<file path="src/rtl/neuron_accum.sv">
`default_nettype none
// ============================================================================
// Module   : neuron_accum
// Brief    : Streaming multiply-accumulate of one neuron's product terms,
//            followed by an arithmetic shift and saturation to DataWidth.
// Revision : 1.0 - initial release
// ============================================================================
module neuron_accum #(
  parameter int DataWidth = 16,
  parameter int LenWidth  = 8
) (
  input  logic                        clk,
  input  logic                        rst,
  input  logic [LenWidth-1:0]         cfg_len,
  input  logic [3:0]                  cfg_shift,
  input  logic                        in_valid,
  output logic                        in_ready,
  input  logic signed [DataWidth-1:0] in_act,
  input  logic signed [DataWidth-1:0] in_wgt,
  output logic                        out_valid,
  input  logic                        out_ready,
  output logic signed [DataWidth-1:0] out_preact,
  output logic                        out_sat,
  output logic                        busy
);

  // Headroom of LenWidth bits keeps the sum of up to 2^LenWidth products exact.
  localparam int AccWidth = 2*DataWidth + LenWidth;

  localparam logic signed [AccWidth-1:0] c_acc_max =
    {{(AccWidth-DataWidth+1){1'b0}}, {(DataWidth-1){1'b1}}};
  localparam logic signed [AccWidth-1:0] c_acc_min =
    {{(AccWidth-DataWidth+1){1'b1}}, {(DataWidth-1){1'b0}}};

  typedef enum logic [1:0] {
    IDLE  = 2'd0,
    ACCUM = 2'd1,
    OUT   = 2'd2
  } state_t;

  state_t                        r_state, w_state_next;
  logic signed [AccWidth-1:0]    r_acc, w_acc_next;
  logic [LenWidth-1:0]           r_cnt, w_cnt_next;
  logic [LenWidth-1:0]           r_len, w_len_next;
  logic [3:0]                    r_shift, w_shift_next;
  logic signed [2*DataWidth-1:0] w_prod;
  logic signed [AccWidth-1:0]    w_prod_ext;
  logic signed [AccWidth-1:0]    w_shifted;
  logic signed [DataWidth-1:0]   w_clamped;
  logic                          w_clamp_sat;
  logic                          w_accept;
  logic                          w_load_out;

  assign in_ready  = (r_state != OUT);
  assign out_valid = (r_state == OUT);
  assign busy      = (r_state != IDLE);
  assign w_accept  = in_valid && in_ready;

  assign w_prod = $signed({{DataWidth{in_act[DataWidth-1]}}, in_act}) *
                  $signed({{DataWidth{in_wgt[DataWidth-1]}}, in_wgt});
  assign w_prod_ext = {{LenWidth{w_prod[2*DataWidth-1]}}, w_prod};

  always_comb begin
    w_state_next = r_state;
    w_acc_next   = r_acc;
    w_cnt_next   = r_cnt;
    w_len_next   = r_len;
    w_shift_next = r_shift;
    w_load_out   = 1'b0;
    case (r_state)
      IDLE: begin
        if (w_accept) begin
          w_acc_next   = w_prod_ext;
          w_cnt_next   = LenWidth'(1);
          w_len_next   = (cfg_len == '0) ? LenWidth'(1) : cfg_len;
          w_shift_next = cfg_shift;
          if (w_len_next == LenWidth'(1)) begin
            w_state_next = OUT;
            w_load_out   = 1'b1;
          end else begin
            w_state_next = ACCUM;
          end
        end
      end
      ACCUM: begin
        if (w_accept) begin
          w_acc_next = r_acc + w_prod_ext;
          w_cnt_next = r_cnt + LenWidth'(1);
          if (w_cnt_next == r_len) begin
            w_state_next = OUT;
            w_load_out   = 1'b1;
          end
        end
      end
      OUT: begin
        if (out_ready) w_state_next = IDLE;
      end
      default: w_state_next = IDLE;
    endcase
  end

  // Shift/clamp works on the post-update sum so the result registers on OUT entry.
  always_comb begin
    w_shifted   = w_acc_next >>> w_shift_next;
    w_clamped   = w_shifted[DataWidth-1:0];
    w_clamp_sat = 1'b0;
    if (w_shifted > c_acc_max) begin
      w_clamped   = {1'b0, {(DataWidth-1){1'b1}}};
      w_clamp_sat = 1'b1;
    end else if (w_shifted < c_acc_min) begin
      w_clamped   = {1'b1, {(DataWidth-1){1'b0}}};
      w_clamp_sat = 1'b1;
    end
  end

  always_ff @(posedge clk) begin
    if (rst) begin
      r_state    <= IDLE;
      r_acc      <= '0;
      r_cnt      <= '0;
      r_len      <= '0;
      r_shift    <= '0;
      out_preact <= '0;
      out_sat    <= 1'b0;
    end else begin
      r_state <= w_state_next;
      r_acc   <= w_acc_next;
      r_cnt   <= w_cnt_next;
      r_len   <= w_len_next;
      r_shift <= w_shift_next;
      if (w_load_out) begin
        out_preact <= w_clamped;
        out_sat    <= w_clamp_sat;
      end
    end
  end

endmodule
`default_nettype wire

</file>
<file path="config.mk">
export PLATFORM = sky130hd
export DESIGN_NAME = neuron_accum
export DESIGN_NICKNAME = d
export VERILOG_FILES = /design/src/rtl/neuron_accum.sv
export SDC_FILE = /design/constraint.sdc
export NUM_CORES = 1
export LEC_CHECK = 0
export ABC_AREA = 1
export CAP_MARGIN = 20
export CORE_UTILIZATION = 45
export DETAILED_ROUTE_END_ITERATION = 7
export PLACE_DENSITY = 0.73
export SETUP_SLACK_MARGIN = 0.3
export SLEW_MARGIN = 20
export SYNTH_ARGS = -nofsm -noshare
export SYNTH_HDL_FRONTEND = slang
export SYNTH_SLANG_ARGS = --single-unit
export TNS_END_PERCENT = 1
</file>
<file path="constraint.sdc">
create_clock -name clk -period 20.6 [get_ports clk]
set_input_delay 4.12 -clock clk [delete_from_list [all_inputs] [get_ports clk]]
set_output_delay 4.12 -clock clk [all_outputs]
set_load 0.01 [all_outputs]
</file>
==> results of run 1 <==
layout by cell type (no fill, tap or decap), types with 66 or more instances in the layout:
cell             count
nand2_1           1027
inv_1              738
nand3_1            293
fa_1               263
nor2_1             194
ha_1               126
a21oi_1             89
o21ai_0             89
dfxtp_1             79
clkdlybuf4s50_1     66
worst max-delay path, delay by kind of cell:
family,cells,cell delay [ps]
and+or+nand+nor,28,3570
AOI/OAI and AO/OA,3,830
buffers and inverters,6,1400
adders and majority gates,8,4190
how the worst max path moves through the flow:
stage	startpoint	to	slack, ps	cells after the start
global placement	in_wgt[1]	out_sat$_SDFFE_PP0P_	6580	45
detailed placement	in_act[15]	out_preact[15]$_SDFFE_PP0P_	6520	45
floorplan	in_wgt[5]	out_preact[9]$_SDFFE_PP0P_	8600	46
global route	in_act[15]	out_preact[15]$_SDFFE_PP0P_	5940	44
CTS	in_wgt[1]	out_preact[15]$_SDFFE_PP0P_	6860	45
finish	in_act[15]	out_preact[15]$_SDFFE_PP0P_	6750	45
synthesized netlist by cell type, types with 8 or more instances:
cell type / n / area [sq um]
nand4_1: 31 / 193.9
ha_1: 126 / 1577
o22ai_1: 10 / 62.56
nor2_1: 194 / 728.2
clkbuf_1: 88 / 330.3
nand3_1: 293 / 1466
o21ai_1: 9 / 45.04
inv_2: 8 / 30.03
fa_1: 263 / 5265
o21ai_0: 89 / 445.4
xor2_1: 15 / 131.4
mux2i_1: 10 / 100.1
dfxtp_1: 79 / 1582
or2_2: 23 / 143.9
or2_1: 10 / 62.56
buf_2: 18 / 90.09
nand2_1: 1027 / 3855
a31oi_1: 14 / 87.58
nor3_1: 11 / 55.05
a21oi_1: 89 / 445.4
inv_1: 739 / 2774
a21oi_2: 10 / 87.58
flip-flops by register name, indices dropped and copies added (netlist names):
register	flops
out_preact	16
out_sat	1
r_acc	40
r_cnt	8
r_len	8
r_shift	4
r_state	2
kinds of logic after synthesis:
| logic type | count (synthesis) | synth area share |
|---|---|---|
| buffers and inverters | 868 | 0.1635 |
| flip-flops | 79 | 0.07780 |
| adder cells (fa/ha/maj) | 389 | 0.3366 |
| multiplexers | 10 | 0.004924 |
| AND/OR/NAND/NOR | 1636 | 0.3392 |
| AO/OA/AOI/OAI | 247 | 0.06857 |
| XOR/XNOR | 22 | 0.009480 |
per-stage QoR:
| stage | cell area [sq um] | utilization | worst slack [ps] | hold WS (ps) |
|---|---|---|---|---|
| 2_1_floorplan | 20330 | - | 8602 | 441.6 |
| 3_3_place_gp | 21340 | 0.4805 | 6577 | 455.4 |
| 3_5_place_dp | 21340 | 0.4805 | 6516 | 462.5 |
| 4_1_cts | 21620 | 0.4868 | 6859 | 471.9 |
| 5_1_grt | 21650 | 0.4875 | 5936 | 501.3 |
| 6_report | 21650 | 0.4875 | 6750 | 469.7 |
per-layer routing:
metal / share of wire / global-route usage / wire length, um / vias up
met4: 0.029 / 0.07429 / 1652 / 2
met3: 0.066 / 0.03759 / 3811 / 98
met1: 0.44 / 0.3537 / 25580 / 9089
met5: 0.00019 / 0 / 11 / -
li1: - / - / - / 9719
met2: 0.46 / 0.4276 / 26490 / 630
cell type report:
cell class / count / area share
Timing Repair Buffer: 81 / 0.03653
Inverter: 750 / 0.1303
Clock inverter: 6 / 0.001965
Sequential cell: 79 / 0.07305
Clock buffer: 10 / 0.01104
Multi-Input combinational cell: 2304 / 0.7129
Tap cell: 592 / 0.03421
==> impl_metrics.yaml, run 1 <==
timing:
  totalNegativeSetupSlack_ps: 0
  tightest_slew_ps: 1059
  relSlewSlack: 0.2913
  hold_viol_final: 0
  maxSlewViolCount: 0
  finalCriticalPeriod_ps: 13850
  max_clock_freq_ghz: 0.07220
  setup_viol: 0
  fin_crit_sh: 0.6723
  fin_skew_ps: 14.50
  rsz0062_at_grt: "false"
clock_network:
  ctsRootBufferMaster: "clkbuf_16"
  cts_setup_buffers: 0
  clkLatencyLatePin_ps: 350
  cts_tree: "built"
  clock_sink_count: 79
  clock_path_buffers: 2
  cts.repair.resized: 0
  cts_inserted_buffers: 9
  clk_transition_reported_paths_ps: 70
  cts_max_level: 3
  cts.hold.buffers_added: 0
cells_and_area:
  final_layout_size_suffix_gt1_frac: 0.03467
  nets: 3662
  multiInputGateArea_sq_mm: 0.01543
  layout.cells.non_filler: 3822
  seqCellArea_sq_mm: 0.001582
  fillers: 4632
  area_growth_pct: 6.506
  diodes: 0
synth:
  netlist_area_sq_mm: 0.02033
  synthCells: 3251
  async_reset_ff_frac: 0
  yosys_warnings: 0
  synth_flop_cell: "dfxtp_1"
  ys_types: 58
  ys_ff_latch: 79
  syn_nets: 3688
  yosysSeqAreaShare: 0.07780
  syn_avg_cell_area_sq_um: 6.253
  synth-edff-count: 0
place:
  place_inst: 3805
  post-dp-hpwl_mm: 48.25
  gp_congestion: 1.040
  port_buffers: 67
critical_path:
  r2r_start: "r_state[1]$_SDFFE_PP0P_"
  critPathKind: "primary input to flop"
  worstPathArrival_ps: 14130
  cp.required_ps: 20880
  endpoint_kind: "flop"
  cp_slowest_stage_delay_ps: 920
  crit_slowest_cell: "clkdlybuf4s50_1"
  reg2reg_slack_ps: 15380
  cpMostUsedCell: "nand2_1"
  cp-start-kind: "primary input"
  critical_path_peak_fanout: 16
  r2r_cells: 19
  rr_endpoint: "out_preact[15]$_SDFFE_PP0P_"
global_routing:
  grt_pass1_wl_mm: 97.31
  track_usage: 0.2598
  grt_max_degree: 58
  grt_pass1_vias: 19190
  overflow: 0
  antenna_found_initial: 1
drt:
  viasPerCell: 5.112
  firstDrtPassIters: 6
  drt_wl_total_mm: 57.55
  drt_iter0_markers: 1858
  drc: 0
  avgRoutedWirePerCell_um: 15.06
  vias: 19540
  ant_nets: 0
die:
  std_cell_rows: 77
  die-area_sq_mm: 0.04603
  die_w_um: 214.5
  chipHeight_um: 214.5
  initial_utilization: 0.4577
  io_pins: 68
  coreArea_sq_mm: 0.04441
worst_hold_path:
  whs_endpoint: "r_cnt[4]$_SDFFE_PP0P_"
  holdPathStages: 2
  min_from: "r_cnt[4]$_SDFFE_PP0P_"
  hold_class: "flop to flop"
status:
  status: "completed"
run:
  max_cap_violations: 0
Power of run 1 is left out: the tool's default activity adds up to more than one toggle a clock period on the data nets, which glitch-free logic cannot reach.
==> inputs of run 2 (changes only) <==
==> constraint.sdc (replaced) <==
create_clock -name clk -period 13.39 [get_ports clk]
set_input_delay 2.678 -clock clk [delete_from_list [all_inputs] [get_ports clk]]
set_output_delay 2.678 -clock clk [all_outputs]
set_load 0.01 [all_outputs]
==> run 2 against run 1 <==
  * The run now ends with design-rule violations left
  * Die area did not move
  * Non-clock buffer count rose by 14
  * First-iteration DRC count rose by 10%
  * Setup slack got worse by 5500 ps
  * Highest routed layer is now met4
==> impl_metrics.yaml, run 2 (synthesis results as in run 1) <==
status:
  status: "finished with violations"
  violations: "design-rule violations"
clock_network:
  cts_max_level: 3
  cts.hold.buffers_added: 0
  clock_path_buffers: 2
  ctsRootBufferMaster: "clkbuf_16"
  clkLatencyLatePin_ps: 350
  cts_inserted_buffers: 9
  clk_transition_reported_paths_ps: 70
  cts_tree: "built"
  clock_sink_count: 79
cells_and_area:
  top_register: "r_acc"
  area_growth_pct: 7.122
  final_area_sq_mm: 0.02177
  nets: 3676
  diodes: 0
  final_layout_size_suffix_gt1_frac: 0.03884
  top_regs: "r_acc x40, out_preact x16"
  layout.cells.non_filler: 3836
  layout_common_cells: "1027 x nand2_1, 739 x inv_1, 293 x nand3_1, 263 x fa_1, 194 x nor2_1"
  fillers: 4589
  largest_register_ffs: 40
  final_common_cell: "nand2_1"
global_routing:
  grt_max_degree: 58
  antenna_found_initial: 0
  grt_pass1_vias: 19020
  grt_pass1_wl_mm: 97.11
  track_usage: 0.2598
  overflow: 0
die:
  die_w_um: 214.5
  std_cell_rows: 77
  chipHeight_um: 214.5
  initial_utilization: 0.4577
  coreArea_sq_mm: 0.04441
  io_pins: 68
  die-area_sq_mm: 0.04603
drt:
  wl_met1_mm: 25.91
  met2_length_mm: 27.25
  vias: 19730
  drt_iter0_markers: 2051
  drc: 1
  viasPerCell: 5.144
  ant_nets: 0
  drt_wl_total_mm: 58.86
  avgRoutedWirePerCell_um: 15.35
  top_layer: "met4"
  wl_met3_mm: 4.138
  firstDrtPassIters: 8
critical_path:
  worstPathArrival_ps: 12400
  critical_path_peak_fanout: 17
  cp_slowest_stage_delay_ps: 920
  cp.required_ps: 13680
  critPathKind: "primary input to flop"
  crit_slowest_cell: "fa_1"
  cp-start-kind: "primary input"
  endpoint_kind: "flop"
  cpMostUsedCell: "nand2_1"
timing:
  tightest_slew_ps: 1121
  max_clock_freq_ghz: 0.08258
  hold_viol_final: 0
  rsz0062_at_grt: "false"
  fin_skew_ps: 8.437
  relSlewSlack: 0.2499
  holdWs_ps: 468.0
  totalNegativeSetupSlack_ps: 0
  maxSlewViolCount: 0
  fin_crit_sh: 0.9044
  finalCriticalPeriod_ps: 12110
  setup_viol: 0
place:
  postPlaceCellArea_sq_mm: 0.02145
  gp_congestion: 1.025
  place_inst: 3818
  post-dp-hpwl_mm: 49.31
  port_buffers: 67
run:
  max_cap_violations: 0
worst_hold_path:
  hold_class: "flop to flop"
-- run 2: area by class of cell --
class	count	area, sq um	area share
sequential	79	1582	0.07263
multi-input combinational	2304	15430	0.7088
clock buffer	9	225.2	0.01034
timing repair buffer	95	898.4	0.04126
clock inverter	7	73.82	0.003390
tap	592	740.7	0.03402
inverter	750	2820	0.1295
-- run 2: path summary, 6_finish.rpt --
check	startpoint	end	slack (ps)	cells past startpoint
max	in_wgt[2]	out_preact[9]$_SDFFE_PP0P_	1280	46
max reg2reg	r_state[1]$_SDFFE_PP0P_	out_preact[1]$_SDFFE_PP0P_	8420	20
min reg2reg	r_cnt[4]$_SDFFE_PP0P_	r_cnt[4]$_SDFFE_PP0P_	470	2
min	r_cnt[4]$_SDFFE_PP0P_	r_cnt[4]$_SDFFE_PP0P_	470	2
-- run 2: metal layers --
layer,global-route usage,vias to the layer above
met5,0,-
met4,0.06762,0
met3,0.03220,93
met2,0.4344,708
met1,0.3541,9202
li1,-,9729
-- run 2: timing repair --
| action | in CTS | in global routing |
|---|---|---|
| gates resized for setup | 0 | 1 |
| setup endpoints to repair | 0 | 1 |
| setup buffers | 0 | 2 |
-- run 2: critical path: cells and delay by family --
kind,cells,cell delay (ps)
AOI/OAI and AO/OA,3,510
and+or+nand+nor,28,3640
buffers and inverters,7,1320
adders and majority gates,8,4230
-- run 2: through the flow --
| step | util | setup WS (ps) |
|---|---|---|
| floorplan | - | 2834 |
| global placement | 0.4825 | 934.5 |
| finish | 0.4903 | 1281 |
| detailed placement | 0.4829 | 840.6 |
| CTS | 0.4896 | 1177 |
| global route | 0.4903 | 559.1 |
Power of run 2 is left out for the same reason.
